==> config.mk <==
export PLATFORM = sky130hd
export DESIGN_NAME = axis_pattern_source
export DESIGN_NICKNAME = d
export VERILOG_FILES = /design/src/rtl/vision_pkg.sv /design/src/rtl/axis_pattern_source.sv
export SDC_FILE = /design/constraint.sdc
export NUM_CORES = 1
export LEC_CHECK = 0
export ABC_AREA = 1
export BUFFER_PORTS_ARGS = -buffer_cell sky130_fd_sc_hd__buf_2
export CAP_MARGIN = 20
export CORE_MARGIN = 5
export CORE_UTILIZATION = 55
export CTS_CLUSTER_DIAMETER = 200
export DETAILED_ROUTE_END_ITERATION = 16
export GPL_ROUTABILITY_DRIVEN = 0
export HOLD_SLACK_MARGIN = 0.06
export PLACE_DENSITY = 0.75
export SETUP_SLACK_MARGIN = 0.02
export SLEW_MARGIN = 20
export SYNTH_ARGS = -nofsm -noshare
export SYNTH_HDL_FRONTEND = slang
export SYNTH_SLANG_ARGS = --single-unit
export TNS_END_PERCENT = 100
==> constraint.sdc <==
create_clock -name clk -period 6.8 [get_ports clk]
set_input_delay 0 -clock clk [delete_from_list [all_inputs] [get_ports clk]]
set_output_delay 0 -clock clk [all_outputs]
set_load 0.05 [all_outputs]
==> src/rtl/vision_pkg.sv <==
// Shared types and pixel-pattern helper for the video stream blocks.
// AXIS_PATGEN_LINE_GAP_EN adds the GAP state used for inter-line idle cycles.
package vision_pkg;

    typedef enum logic [2:0] {
        PAT_SOLID      = 3'd0,
        PAT_H_RAMP     = 3'd1,
        PAT_V_RAMP     = 3'd2,
        PAT_CHECKER    = 3'd3,
        PAT_FRAME_RAMP = 3'd4
    } pattern_e;

    typedef enum logic [1:0] {
        ST_IDLE   = 2'd0,
        ST_ACTIVE = 2'd1
`ifdef AXIS_PATGEN_LINE_GAP_EN
        , ST_GAP  = 2'd2
`endif
    } patgen_state_e;

    localparam int unsigned PIX_CALC_W = 16;

    // Full-width pixel value; callers truncate to their pixel width.
    function automatic logic [PIX_CALC_W-1:0] pattern_pixel(
        input pattern_e        pattern,
        input logic [15:0]     x,
        input logic [15:0]     y,
        input logic [15:0]     frame,
        input logic [15:0]     value
    );
        logic [PIX_CALC_W-1:0] pix;
        case (pattern)
            PAT_SOLID:      pix = value;
            PAT_H_RAMP:     pix = x;
            PAT_V_RAMP:     pix = y;
            PAT_CHECKER:    pix = (x[3] ^ y[3]) ? value : 16'd0;
            PAT_FRAME_RAMP: pix = x + y + frame;
            default:        pix = 16'd0;
        endcase
        return pix;
    endfunction

endpackage

==> src/rtl/axis_pattern_source.sv <==
// AXI4-Stream synthetic video frame generator (tuser = SOF, tlast = EOL).
// Define AXIS_PATGEN_LINE_GAP_EN to add cfg_gap and idle cycles after each line.
module axis_pattern_source
    import vision_pkg::*;
#(
    parameter int DATA_WIDTH = 8,
    parameter int MAX_WIDTH  = 1920,
    parameter int MAX_HEIGHT = 1080
) (
    input  logic                  clk,
    input  logic                  rst,
    output logic                  m_axis_tvalid,
    input  logic                  m_axis_tready,
    output logic [DATA_WIDTH-1:0] m_axis_tdata,
    output logic                  m_axis_tlast,
    output logic                  m_axis_tuser,
    input  logic [15:0]           cfg_width,
    input  logic [15:0]           cfg_height,
    input  logic [2:0]            cfg_pattern,
    input  logic [DATA_WIDTH-1:0] cfg_value,
    input  logic                  cfg_continuous,
    input  logic                  start,
    input  logic                  stop,
    output logic                  busy,
    output logic                  frame_done,
    output logic [15:0]           frame_count,
`ifdef AXIS_PATGEN_LINE_GAP_EN
    input  logic [7:0]            cfg_gap,
`endif
    output logic                  cfg_err
);

    localparam int X_W = (MAX_WIDTH  > 1) ? $clog2(MAX_WIDTH)  : 1;
    localparam int Y_W = (MAX_HEIGHT > 1) ? $clog2(MAX_HEIGHT) : 1;

    patgen_state_e         state_r, state_nxt_s;
    logic [X_W-1:0]        x_r, x_nxt_s, bx_s;
    logic [Y_W-1:0]        y_r, y_nxt_s, by_s;
    logic [15:0]           width_r, width_nxt_s;
    logic [15:0]           height_r, height_nxt_s;
    pattern_e              pattern_r, pattern_nxt_s, sel_pattern_s;
    logic [DATA_WIDTH-1:0] value_r, value_nxt_s, sel_value_s;
    logic                  continuous_r, continuous_nxt_s;
    logic                  stop_pending_r, stop_pending_nxt_s;
    logic [15:0]           frame_count_r, frame_count_nxt_s, bframe_s;
    logic                  frame_done_r, frame_done_nxt_s;
    logic                  cfg_err_r, cfg_err_nxt_s;
    logic                  busy_r;
    logic                  tvalid_r, tvalid_nxt_s;
    logic [DATA_WIDTH-1:0] tdata_r, tdata_nxt_s;
    logic                  tlast_r, tlast_nxt_s;
    logic                  tuser_r, tuser_nxt_s;
    logic [15:0]           sel_width_s;
    logic                  ld_beat_s, ld_frame_s;
    logic                  cfg_ok_s, xfer_s, eol_s, eof_s, stop_seen_s;
    patgen_state_e         line_state_s;
    logic                  line_valid_s;
`ifdef AXIS_PATGEN_LINE_GAP_EN
    logic [7:0]            gap_cnt_r;
`endif

    assign cfg_ok_s    = (cfg_width  != 16'd0) && (cfg_width  <= 16'(MAX_WIDTH)) &&
                         (cfg_height != 16'd0) && (cfg_height <= 16'(MAX_HEIGHT));
    assign xfer_s      = tvalid_r & m_axis_tready;
    assign eol_s       = (16'(x_r) == (width_r - 16'd1));
    assign eof_s       = eol_s && (16'(y_r) == (height_r - 16'd1));
    assign stop_seen_s = stop_pending_r | stop;

    // State and valid to use after a tlast transfer that continues streaming.
    always_comb begin
`ifdef AXIS_PATGEN_LINE_GAP_EN
        line_state_s = (cfg_gap != 8'd0) ? ST_GAP : ST_ACTIVE;
        line_valid_s = (cfg_gap == 8'd0);
`else
        line_state_s = ST_ACTIVE;
        line_valid_s = 1'b1;
`endif
    end

    // Next-state, counters and next output beat.
    always_comb begin
        state_nxt_s       = state_r;
        x_nxt_s           = x_r;
        y_nxt_s           = y_r;
        width_nxt_s       = width_r;
        height_nxt_s      = height_r;
        pattern_nxt_s     = pattern_r;
        value_nxt_s       = value_r;
        continuous_nxt_s  = continuous_r;
        frame_count_nxt_s = frame_count_r;
        frame_done_nxt_s  = 1'b0;
        cfg_err_nxt_s     = cfg_err_r;
        tvalid_nxt_s      = tvalid_r;
        tdata_nxt_s       = tdata_r;
        tlast_nxt_s       = tlast_r;
        tuser_nxt_s       = tuser_r;
        ld_beat_s         = 1'b0;
        ld_frame_s        = 1'b0;
        bx_s              = {X_W{1'b0}};
        by_s              = {Y_W{1'b0}};
        bframe_s          = frame_count_r;
        case (state_r)
            ST_IDLE: begin
                if (start && cfg_ok_s) begin
                    state_nxt_s  = ST_ACTIVE;
                    tvalid_nxt_s = 1'b1;
                    ld_frame_s   = 1'b1;
                    ld_beat_s    = 1'b1;
                end else if (start) begin
                    cfg_err_nxt_s = 1'b1;
                end else begin
                    tvalid_nxt_s = 1'b0;
                end
            end
            ST_ACTIVE: begin
                if (xfer_s && eof_s) begin
                    frame_done_nxt_s  = 1'b1;
                    frame_count_nxt_s = frame_count_r + 16'd1;
                    if (continuous_r && !stop_seen_s && cfg_ok_s) begin
                        state_nxt_s  = line_state_s;
                        tvalid_nxt_s = line_valid_s;
                        ld_frame_s   = 1'b1;
                        ld_beat_s    = 1'b1;
                        bframe_s     = frame_count_r + 16'd1;
                    end else begin
                        // A bad config on a continuous resample ends the run.
                        state_nxt_s   = ST_IDLE;
                        tvalid_nxt_s  = 1'b0;
                        tdata_nxt_s   = {DATA_WIDTH{1'b0}};
                        tlast_nxt_s   = 1'b0;
                        tuser_nxt_s   = 1'b0;
                        x_nxt_s       = {X_W{1'b0}};
                        y_nxt_s       = {Y_W{1'b0}};
                        cfg_err_nxt_s = cfg_err_r | (continuous_r & ~stop_seen_s);
                    end
                end else if (xfer_s && eol_s) begin
                    state_nxt_s  = line_state_s;
                    tvalid_nxt_s = line_valid_s;
                    ld_beat_s    = 1'b1;
                    by_s         = y_r + Y_W'(1'b1);
                end else if (xfer_s) begin
                    ld_beat_s = 1'b1;
                    bx_s      = x_r + X_W'(1'b1);
                    by_s      = y_r;
                end else begin
                    tvalid_nxt_s = 1'b1;
                end
            end
`ifdef AXIS_PATGEN_LINE_GAP_EN
            ST_GAP: begin
                if (gap_cnt_r <= 8'd1) begin
                    state_nxt_s  = ST_ACTIVE;
                    tvalid_nxt_s = 1'b1;
                end else begin
                    tvalid_nxt_s = 1'b0;
                end
            end
`endif
            default: begin
                state_nxt_s  = ST_IDLE;
                tvalid_nxt_s = 1'b0;
            end
        endcase

        sel_pattern_s = ld_frame_s ? pattern_e'(cfg_pattern) : pattern_r;
        sel_value_s   = ld_frame_s ? cfg_value : value_r;
        sel_width_s   = ld_frame_s ? cfg_width : width_r;
        if (ld_frame_s) begin
            width_nxt_s      = cfg_width;
            height_nxt_s     = cfg_height;
            pattern_nxt_s    = pattern_e'(cfg_pattern);
            value_nxt_s      = cfg_value;
            continuous_nxt_s = cfg_continuous;
        end else begin
            width_nxt_s = width_r;
        end
        if (ld_beat_s) begin
            x_nxt_s     = bx_s;
            y_nxt_s     = by_s;
            tdata_nxt_s = DATA_WIDTH'(pattern_pixel(sel_pattern_s, 16'(bx_s), 16'(by_s),
                                                    bframe_s, 16'(sel_value_s)));
            tlast_nxt_s = (16'(bx_s) == (sel_width_s - 16'd1));
            tuser_nxt_s = (bx_s == {X_W{1'b0}}) && (by_s == {Y_W{1'b0}});
        end else begin
            x_nxt_s = x_r;
        end
        stop_pending_nxt_s = (state_r != ST_IDLE) && (state_nxt_s != ST_IDLE) && stop_seen_s;
    end

    // FSM state register.
    always_ff @(posedge clk or posedge rst) begin
        if (rst) begin
            state_r <= ST_IDLE;
        end else begin
            state_r <= state_nxt_s;
        end
    end

    // Counters, sampled configuration and registered stream outputs.
    always_ff @(posedge clk or posedge rst) begin
        if (rst) begin
            x_r            <= {X_W{1'b0}};
            y_r            <= {Y_W{1'b0}};
            width_r        <= 16'd0;
            height_r       <= 16'd0;
            pattern_r      <= PAT_SOLID;
            value_r        <= {DATA_WIDTH{1'b0}};
            continuous_r   <= 1'b0;
            stop_pending_r <= 1'b0;
            frame_count_r  <= 16'd0;
            frame_done_r   <= 1'b0;
            cfg_err_r      <= 1'b0;
            busy_r         <= 1'b0;
            tvalid_r       <= 1'b0;
            tdata_r        <= {DATA_WIDTH{1'b0}};
            tlast_r        <= 1'b0;
            tuser_r        <= 1'b0;
        end else begin
            x_r            <= x_nxt_s;
            y_r            <= y_nxt_s;
            width_r        <= width_nxt_s;
            height_r       <= height_nxt_s;
            pattern_r      <= pattern_nxt_s;
            value_r        <= value_nxt_s;
            continuous_r   <= continuous_nxt_s;
            stop_pending_r <= stop_pending_nxt_s;
            frame_count_r  <= frame_count_nxt_s;
            frame_done_r   <= frame_done_nxt_s;
            cfg_err_r      <= cfg_err_nxt_s;
            busy_r         <= (state_nxt_s != ST_IDLE);
            tvalid_r       <= tvalid_nxt_s;
            tdata_r        <= tdata_nxt_s;
            tlast_r        <= tlast_nxt_s;
            tuser_r        <= tuser_nxt_s;
        end
    end

`ifdef AXIS_PATGEN_LINE_GAP_EN
    // Gap length tracks cfg_gap until the GAP state starts counting it down.
    always_ff @(posedge clk or posedge rst) begin
        if (rst) begin
            gap_cnt_r <= 8'd0;
        end else if (state_r == ST_GAP) begin
            gap_cnt_r <= gap_cnt_r - 8'd1;
        end else begin
            gap_cnt_r <= cfg_gap;
        end
    end
`endif

    assign m_axis_tvalid = tvalid_r;
    assign m_axis_tdata  = tdata_r;
    assign m_axis_tlast  = tlast_r;
    assign m_axis_tuser  = tuser_r;
    assign busy          = busy_r;
    assign frame_done    = frame_done_r;
    assign frame_count   = frame_count_r;
    assign cfg_err       = cfg_err_r;

endmodule

==> parameters.txt <==
Parameter                              Value

Timing
  Worst slew pin tran    0.916 ns
  Max_slew headroom    0.390
  Final Slew Violations    0
  Layout Skew    0.00990 ns
  Achievable Freq    190 MHz
  Final clock period utilization by the worst path    0.773
  Accumulated negative setup slack    0 ns
  Final count of hold timing violations    0
  Unrepaired setup endpoints after global routing    no
  Min cycle time layout    5.25 ns
  Final-report setup violation count    0

Clock network
  TritonCTS Buffers    9
  Latest clock arrival within the worst-skew pair    0.36 ns
  Clock-pin slew of the registers on the worst-case setup and hold paths    0.08 ns
  Clock tree from TritonCTS    done
  Number of levels the H-tree was split into    3
  Total number of clock tree sinks    99
  Root buf cell    sky130_fd_sc_hd__clkbuf_16
  Maximum buffer depth of the clock tree    2

Worst hold path
  Worst Hold Path EP    width_r[0]$_DFF_PP0_
  Hold WC Path Type    in -> reg
  Launch point of the worst hold path    cfg_width[0]
  Min-Delay Path Depth    5

Final layout
  Layout cells sized above 1    0.126
  Total Nets Final    1300
  Total of fill cells in the finished design    1215
  Area delta synth->final    15.9%
  Multi-input logic area    0.00435 mm²
  Area taken by flip-flops and latches    0.00248 mm²
  Post-route core utilization    0.656
  Final standard cell count with taps included and fillers excluded    1412
  Final antenna diode count    0

Routing
  Drt first pass iters    5
  Average wire length per cell after detail routing    14.9 µm
  Remaining DRCs    0
  Via total after detailed routing    7494
  Via count normalized by instance count    5.31
  Drt first-iter violations    631
  Remaining number of nets flagged by the antenna check after routing    0
  DRT Wirelength    21.1 mm

GRT
  Total global routing track utilization    0.268
  Routing usage on met3    0.0355
  GR Layer Usage met2    0.424
  Overflow left after global routing    0
  Most used routing layer    met2
  Number of global-route vias before repair    7188
  Antenna violations before repair    0
  Largest net degree at the start of global routing    69
  Wire length of the first global-routing pass    35.0 mm
  Grt met1 use    0.375

Synthesis
  Post-synthesis cell area    0.00756 mm²
  Post-synthesis net count    1189
  Unique cell type count in the Yosys netlist    52
  Post-synthesis sequential element count    99
  Number of warnings issued by yosys    0
  Share of synthesized area occupied by flip-flops and latches    0.328
  Post-synthesis cell count    1120
  Mean Syn Cell Area    6.75 µm²

Critical path
  Critical Path End Type    register
  R2R Setup Slk    1.55 ns
  Slowest cell on the critical path    sky130_fd_sc_hd__dfrtp_1
  Depth of the worst register-to-register path    32
  Number of buffers and inverters on the critical path    4
  Largest fanout on the critical path    5
  Endpoint of the lowest-slack register-to-register path    m_axis_tdata[7]$_DFFE_PP0P_
  CP delay by family, top    simple AND/OR/NAND/NOR gates
  Required time at the worst-slack endpoint    7.05 ns
  Worst setup path category    reg -> reg
  Worst stage delay on the critical path    0.39 ns
  Number of logic stages on the critical path including buffering    32
  Critical register-to-register path startpoint    width_r[0]$_DFF_PP0_
  Cell mode on critical path    sky130_fd_sc_hd__nand2_1
  Data arrival time of the worst path    5.50 ns
  Sort of element at the start of the critical path    register

Floorplanning
  Die outline area    0.0162 mm²
  Standard-cell rows    42
  Die Ht    127 µm
  I/O pin total    79
  Initial standard-cell utilization of the core    0.566
  Total core area    0.0133 mm²
  Floorplan die width    127 µm

Placement
  Count of placed standard cells including taps    1362
  IO Port Bufs    78
  DP Wirelength    16.1 mm

Power and ir drop
  Worst VDD drop    0.112 mV
  Power Density    138 mW/mm²
  Leak    4.72 nW

Status
  Run status    finished clean

Job
  Number of maximum-capacitance constraint violations    0
[per-layer routing]
layer | up-vias | routed length [µm]
met5 | - | 0
met4 | 0 | 715
met3 | 52 | 1520
met2 | 303 | 9350
met1 | 3388 | 9480
li1 | 3751 | -
[how the worst max path moves through the flow]
stage	slack (ns)	end	start
6_report	1.55	m_axis_tdata[7]$_DFFE_PP0P_	width_r[0]$_DFF_PP0_
5_1_grt	1.08	m_axis_tdata[7]$_DFFE_PP0P_	width_r[0]$_DFF_PP0_
4_1_cts	1.64	m_axis_tdata[7]$_DFFE_PP0P_	width_r[0]$_DFF_PP0_
3_5_place_dp	1.74	m_axis_tdata[7]$_DFFE_PP0P_	width_r[0]$_DFF_PP0_
3_3_place_gp	1.84	m_axis_tdata[7]$_DFFE_PP0P_	width_r[0]$_DFF_PP0_
2_1_floorplan	2.39	m_axis_tdata[7]$_DFFE_PP0P_	width_r[0]$_DFF_PP0_
[through the flow]
step | hold slack, ns | cell area [µm²] | power, mW | worst slack [ns]
after floorplan | 0.117 | 7560 | 0.631 | 2.39
after CTS | 0.0867 | 8760 | 1.21 | 1.64
final | 0.0940 | 8760 | 1.21 | 1.55
after detailed placement | 0.0283 | 8110 | 0.656 | 1.74
after global placement | 0.0214 | 8110 | 0.655 | 1.84
after global routing | 0.146 | 8760 | 1.24 | 1.08
[flip-flops by register name, indices dropped and copies added, names as in the netlist]
name,cells
m_axis_tvalid,1
state_r,2
frame_count,16
height_r,16
y_r,11
busy,1
cfg_err,1
pattern_r,3
m_axis_tuser,1
stop_pending_r,1
x_r,11
m_axis_tlast,1
value_r,8
continuous_r,1
frame_done,1
m_axis_tdata,8
width_r,16
[worst min-delay path, stage by stage]
cell	delay, ns
sky130_fd_sc_hd__buf_2	0.07
sky130_fd_sc_hd__inv_1	0.04
sky130_fd_sc_hd__nand2_1	0.09
sky130_fd_sc_hd__nand2_1	0.13
sky130_fd_sc_hd__inv_1	0.08
[power breakdown]
part	internal (mW)	switching, mW
combinational	0.0303	0.0365
clock	0.293	0.257
sequential	0.590	0.00237
[synth_stat cells, drive strengths merged]
cell type  count  area share
o211ai         4      0.0040
nand2        343        0.18
a21oi         22       0.015
o21ai         51       0.035
fa             5       0.013
nor3          18       0.013
dfrtp         99        0.33
nand3         94       0.065
nand3b        13       0.013
conb           1     0.00050
nor4          10      0.0083
xor2          44       0.052
a31o           1      0.0012
a22oi          3      0.0030
o21a           2      0.0020
and3b          1      0.0012
o21bai         1     0.00099
o2111a         1      0.0015
xnor2         23       0.027
nor2b          1     0.00083
mux2i          2      0.0026
a221oi         1      0.0012
clkbuf         9      0.0045
a21o           3      0.0030
ha            15       0.025
a31oi          1     0.00083
nor3b          2      0.0020
or2            5      0.0041
a41o           1      0.0013
buf            7      0.0076
clkinv         3      0.0015
nand4         16       0.013
inv          168       0.083
and3           2      0.0017
and2           2      0.0017
nor2         146       0.082
[cells in the final DEF, fill, tap and decap left out, drive strengths merged, types with 2 or more instances in the layout]
cell         count
nand3b          13
clkbuf           9
mux2i            2
dfrtp           99
nand4           16
buf             82
xor2            44
nor2           146
dlygate4sd3     34
a22oi            3
nand2          343
and2             2
o21ai           51
o21a             2
nor3b            2
nor4            10
fa               5
nand3           94
xnor2           23
o211ai           4
or2              5
clkinv           5
inv            172
a21oi           22
and3             2
nor3            18
a21o             3
ha              15
[final cells by class]
class / count / share of cell area
clock buffers: 9 / 0.0257
clock inverters: 7 / 0.00929
inverters: 171 / 0.0736
multi-input cells: 834 / 0.496
flip-flops and latches: 99 / 0.283
well taps: 176 / 0.0252
repair buffers: 116 / 0.0869
[kinds of logic after synthesis]
| family | Yosys count | synth area share |
|---|---|---|
| AND/OR/NAND/NOR | 653 | 0.387 |
| buffers and inverters | 187 | 0.0970 |
| flip-flops | 99 | 0.328 |
| AO/OA/AOI/OAI | 91 | 0.0687 |
| XOR/XNOR | 67 | 0.0786 |
| adder cells (fa/ha/maj) | 20 | 0.0381 |
| multiplexers | 2 | 0.00265 |
| other | 1 | 0.000496 |
[repair_timing]
action	CTS	global route
hold buffers	34	0
setup buffers	0	0
hold endpoints to repair	64	0
gates resized for setup	0	0
(Power assumes the default switching activity.)
